[src/rtl/psw_flag_unit.sv]
// psw_flag_unit: NZVC flags held in JK flip-flops, 16-way branch condition
// evaluation, and a LIFO save/restore stack with sticky over/underflow error.
`default_nettype none

module psw_flag_unit #(
  parameter int DEPTH = 4,
  parameter int PTR_W = 2
) (
  input  logic             clk,
  input  logic             reset,
  input  logic             flag_en,
  input  logic             J_N,
  input  logic             K_N,
  input  logic             J_Z,
  input  logic             K_Z,
  input  logic             J_V,
  input  logic             K_V,
  input  logic             J_C,
  input  logic             K_C,
  input  logic             push,
  input  logic             pop,
  input  logic [3:0]       cond,
  output logic             N,
  output logic             Z,
  output logic             V,
  output logic             C,
  output logic [3:0]       psw_out,
  output logic             branch_taken,
  output logic [PTR_W:0]   stack_depth,
  output logic             stack_empty,
  output logic             stack_full,
  output logic             stack_err
);

  localparam logic [PTR_W:0]   c_one      = 1;
  localparam logic [PTR_W-1:0] c_one_idx  = 1;
  localparam logic [PTR_W:0]   c_depth    = DEPTH[PTR_W:0];

  logic [3:0]       r_flags;
  logic [PTR_W:0]   r_depth;
  logic             r_err;
  logic [3:0]       r_stack [DEPTH];

  logic             w_full;
  logic             w_empty;
  logic             w_push_do;
  logic             w_pop_do;
  logic             w_err_evt;
  logic [PTR_W-1:0] w_push_idx;
  logic [PTR_W-1:0] w_pop_idx;
  logic [3:0]       w_j;
  logic [3:0]       w_k;
  logic [3:0]       w_jk_next;
  logic [3:0]       w_flags_next;
  logic             w_nv;
  logic             w_taken;

  assign w_full     = (r_depth == c_depth);
  assign w_empty    = (r_depth == '0);
  assign w_push_do  = push & ~pop & ~w_full;
  assign w_pop_do   = pop & ~push & ~w_empty;
  assign w_err_evt  = (push & pop) | (push & ~pop & w_full) | (pop & ~push & w_empty);

  // When not full the low bits of depth address the next free slot; when
  // depth == DEPTH the low bits wrap to 0, so minus one still yields the top.
  assign w_push_idx = r_depth[PTR_W-1:0];
  assign w_pop_idx  = r_depth[PTR_W-1:0] - c_one_idx;

  assign w_j = {J_N, J_Z, J_V, J_C};
  assign w_k = {K_N, K_Z, K_V, K_C};

  // Per-bit JK characteristic: Q+ = J&~Q | ~K&Q
  assign w_jk_next = (w_j & ~r_flags) | (~w_k & r_flags);

  always_comb begin
    w_flags_next = r_flags;
    if (w_pop_do) begin
      w_flags_next = r_stack[w_pop_idx];
    end else if (flag_en) begin
      w_flags_next = w_jk_next;
    end
  end

  always_ff @(posedge clk or posedge reset) begin
    if (reset) begin
      r_flags <= 4'b0000;
      r_depth <= '0;
      r_err   <= 1'b0;
    end else begin
      r_flags <= w_flags_next;
      if (w_push_do) begin
        r_depth <= r_depth + c_one;
      end else if (w_pop_do) begin
        r_depth <= r_depth - c_one;
      end
      if (w_err_evt) begin
        r_err <= 1'b1;
      end
    end
  end

  // Stack storage carries no reset: entries are only read below depth.
  always_ff @(posedge clk) begin
    if (w_push_do) begin
      r_stack[w_push_idx] <= r_flags;
    end
  end

  assign w_nv = r_flags[3] ^ r_flags[1];

  always_comb begin
    w_taken = 1'b0;
    case (cond)
      4'd0:    w_taken = 1'b1;
      4'd1:    w_taken = ~r_flags[2];
      4'd2:    w_taken = r_flags[2];
      4'd3:    w_taken = ~w_nv;
      4'd4:    w_taken = w_nv;
      4'd5:    w_taken = ~(r_flags[2] | w_nv);
      4'd6:    w_taken = r_flags[2] | w_nv;
      4'd7:    w_taken = ~r_flags[3];
      4'd8:    w_taken = r_flags[3];
      4'd9:    w_taken = ~(r_flags[0] | r_flags[2]);
      4'd10:   w_taken = r_flags[0] | r_flags[2];
      4'd11:   w_taken = ~r_flags[1];
      4'd12:   w_taken = r_flags[1];
      4'd13:   w_taken = ~r_flags[0];
      4'd14:   w_taken = r_flags[0];
      default: w_taken = 1'b0;
    endcase
  end

  assign N            = r_flags[3];
  assign Z            = r_flags[2];
  assign V            = r_flags[1];
  assign C            = r_flags[0];
  assign psw_out      = r_flags;
  assign branch_taken = w_taken;
  assign stack_depth  = r_depth;
  assign stack_empty  = w_empty;
  assign stack_full   = w_full;
  assign stack_err    = r_err;

endmodule

`default_nettype wire
[config.mk]
export PLATFORM = sky130hd
export DESIGN_NAME = psw_flag_unit
export DESIGN_NICKNAME = d
export VERILOG_FILES = /design/src/rtl/psw_flag_unit.sv
export SDC_FILE = /design/constraint.sdc
export NUM_CORES = 1
export LEC_CHECK = 0
export ABC_AREA = 1
export CAP_MARGIN = 40
export CORE_UTILIZATION = 56
export CTS_BUF_LIST = sky130_fd_sc_hd__clkbuf_2 sky130_fd_sc_hd__clkbuf_4 sky130_fd_sc_hd__clkbuf_8
export CTS_CLUSTER_DIAMETER = 120
export DETAILED_ROUTE_END_ITERATION = 6
export PLACE_DENSITY_LB_ADDON = 0.25
export SYNTH_ARGS = -nofsm -noshare
export SYNTH_HDL_FRONTEND = slang
export SYNTH_SLANG_ARGS = --single-unit
[constraint.sdc]
create_clock -name clk -period 4.2 [get_ports clk]
set_input_delay 0.42 -clock clk [delete_from_list [all_inputs] [get_ports clk]]
set_output_delay 0.42 -clock clk [all_outputs]
set_load 0.01 [all_outputs]
==> flow_summary.ini <==
[finish]
fillers = 180
fin_area_sq_um = 1760
multiInputGateArea_sq_um = 594
n_antenna_cell = 0
seq_area_sq_um = 681
drive_above_1_share_pct = 8.29
area_growth_syn_to_layout_pct = 23.5
fin_nets = 228
finish.utilization_pct = 76.4

[routing]
drt_pass1_iterations = 4
vias_per_cell = 5.20
wl_per_cell_um = 13.7
dr.first_iter.drc_count = 39
drc = 0
vias = 1212
drt-total-wl_um = 3180
ant_nets = 0

[timing]
rsz0062_at_grt = false
timing.fmax_mhz = 392
setup_violations = 0
max-slew-margin-rel_pct = 60.8
drv_slew = 0
holdWs_ns = 0.338
period_needed_ns = 2.55
finalCritPeriodShare_pct = 60.7
worst_slew_pin_slew_ns = 0.588
fin_tns_setup_ns = 0
clock-skew-final_ns = 0.00841
hold_viol = 0

[cts]
clk_latency_ns = 0.31
cts_tree = done
clock_sinks = 24
clk_pin_slew_worst_paths_ns = 0.13
numCtsBuffers = 3
root_buffer = clkbuf_4
post_cts_resized = 0
post_cts.repair.setup_buffers = 0
clk_path_buf_depth = 2
htreeDepth = 1
cts_hold_repair.buffers = 0

[yosys]
synthFlopType = edfxtp_1
syn_area_sq_um = 1420
synthDominantCellAreaShare_pct = 33.8
syn_inst = 175
synth.distinct_cells = 25
avgSynthCellArea_sq_um = 8.12
ys_seq_area_share_pct = 47.9
synth_common_cells = nand2_1, inv_1, nor2_1
synth_most_common_cell = nand2_1
syn_nets = 197
synth_edf_count = 16
netlist_top_cells_area = edfxtp_1, nand2_1, dfrtp_1, inv_1, nor2_1
ys_ff_latch = 24
synth-async-reset-ratio_pct = 33.3
synth_area_leader_cell = edfxtp_1
yosys_warnings = 0

[pwr]
p_leak_nw = 0.808
p_per_area_nw_per_um2 = 621
finalPower_mw = 1.09
ir_worst_vdd_uv = 422

[critical_path]
worstPathArrival_ns = 2.13
r2r_start = stack_depth[0]$_DFFE_PP0P_
startpoint_type = flip-flop
critPathRequiredTime_ns = 3.78
endpoint_kind = output pin
critPathLaunch = stack_depth[0]$_DFFE_PP0P_
crit_type = flip-flop to output pin
crit_fanout = 14

[flow_run]
drv_cap = 0

[hold_path]
hold_path.class = primary input to async pin

[place]
placed_area_sq_um = 1730
hpwl_um = 2450
numPortBuffers = 31
place_congestion = 0.772

[grt]
grt_pass1_wl_um = 5020
antenna_found_initial = 0
grt_overflow = 0
grt_pass1_vias = 1152
grt_start_max_net_pins = 15
grtUsageTotal_pct = 25.4

[floorplanning]
die_x_um = 52.4
start_util_pct = 61.9
ios = 32
die_h_um = 52.4
core_sq_um = 2300
dieArea_sq_um = 2740
placementRows = 17

[status]
status = finished clean
==> per-layer routing <==
layer,share of wire (%),global-route usage [%]
met1,43,33.1
met2,52,44.5
met3,3.9,1.74
met4,0.44,7.89
met5,0,0
==> path summary, 6_finish.rpt <==
path / to / slack, ns / cells after the start
setup / recovery: stack_full / 1.65 / 5
hold / removal: stack_err$_DFFE_PP0P_ / 0.34 / 2
setup reg to reg: stack_depth[2]$_DFFE_PP0P_ / 1.93 / 9
hold reg to reg: stack_err$_DFFE_PP0P_ / 0.51 / 2
max in group asynchronous: psw_out[2]$_DFFE_PP0P_ / 3.61 / 2
min in group clk: stack_err$_DFFE_PP0P_ / 0.51 / 2
==> registers in the layout, indices dropped and copies added (netlist names) <==
signal and flops:
psw_out 4, stack_depth 3, r_stack 16, stack_err 1
==> placed cells by master (no fill, tap or decap), types with 2 or more instances in the layout <==
master,n
inv_1,21
clkbuf_4,3
edfxtp_1,16
clkdlybuf4s50_1,31
o21ai_0,3
nor2_1,21
ha_1,4
o21ai_1,5
dfrtp_1,8
nand3_1,14
clkinv_1,2
nand3_2,2
o22ai_1,2
o211ai_1,2
inv_2,3
nand2_2,3
nand2_1,55
a21oi_1,2
==> final cells by class <==
type | count | share of cell area [%]
clock buffer | 3 | 1.28
multi-input combinational | 119 | 33.9
inverter | 27 | 6.20
sequential | 24 | 38.8
tap | 28 | 2.00
timing repair buffer | 31 | 17.7
clock inverter | 1 | 0.214
==> power breakdown <==
group / switching, mW / internal [mW]
logic: 0.306 / 0.249
clock network: 0.0669 / 0.0347
registers: 0.103 / 0.331
==> per-stage QoR <==
stage / cells / setup slack [ns]
CTS: 233 / 1.66
global route: 233 / 1.54
global placement: 229 / 1.89
floorplan: 175 / 2.23
detailed placement: 229 / 1.78
finish: 233 / 1.65
==> worst max-delay path: stages, from the launching register on <==
cell and delay (ns):
dfrtp_1 0.74, inv_4 0.14, ha_1 0.29, nand2_1 0.12, inv_1 0.06, clkdlybuf4s50_1 0.48
==> kinds of logic (layout without fill, tap and decap cells) <==
| kind of cell | count (synthesis) | count (layout) | synth area share [%] |
|---|---|---|---|
| compound gates | 15 | 15 | 6.07 |
| xor+xnor | 1 | 1 | 0.616 |
| fa+ha+maj | 5 | 5 | 4.93 |
| buf+inv | 32 | 62 | 10.3 |
| flops | 24 | 24 | 47.9 |
| simple gates | 98 | 98 | 30.2 |
No activity file was read; power rests on OpenSTA's default activity.
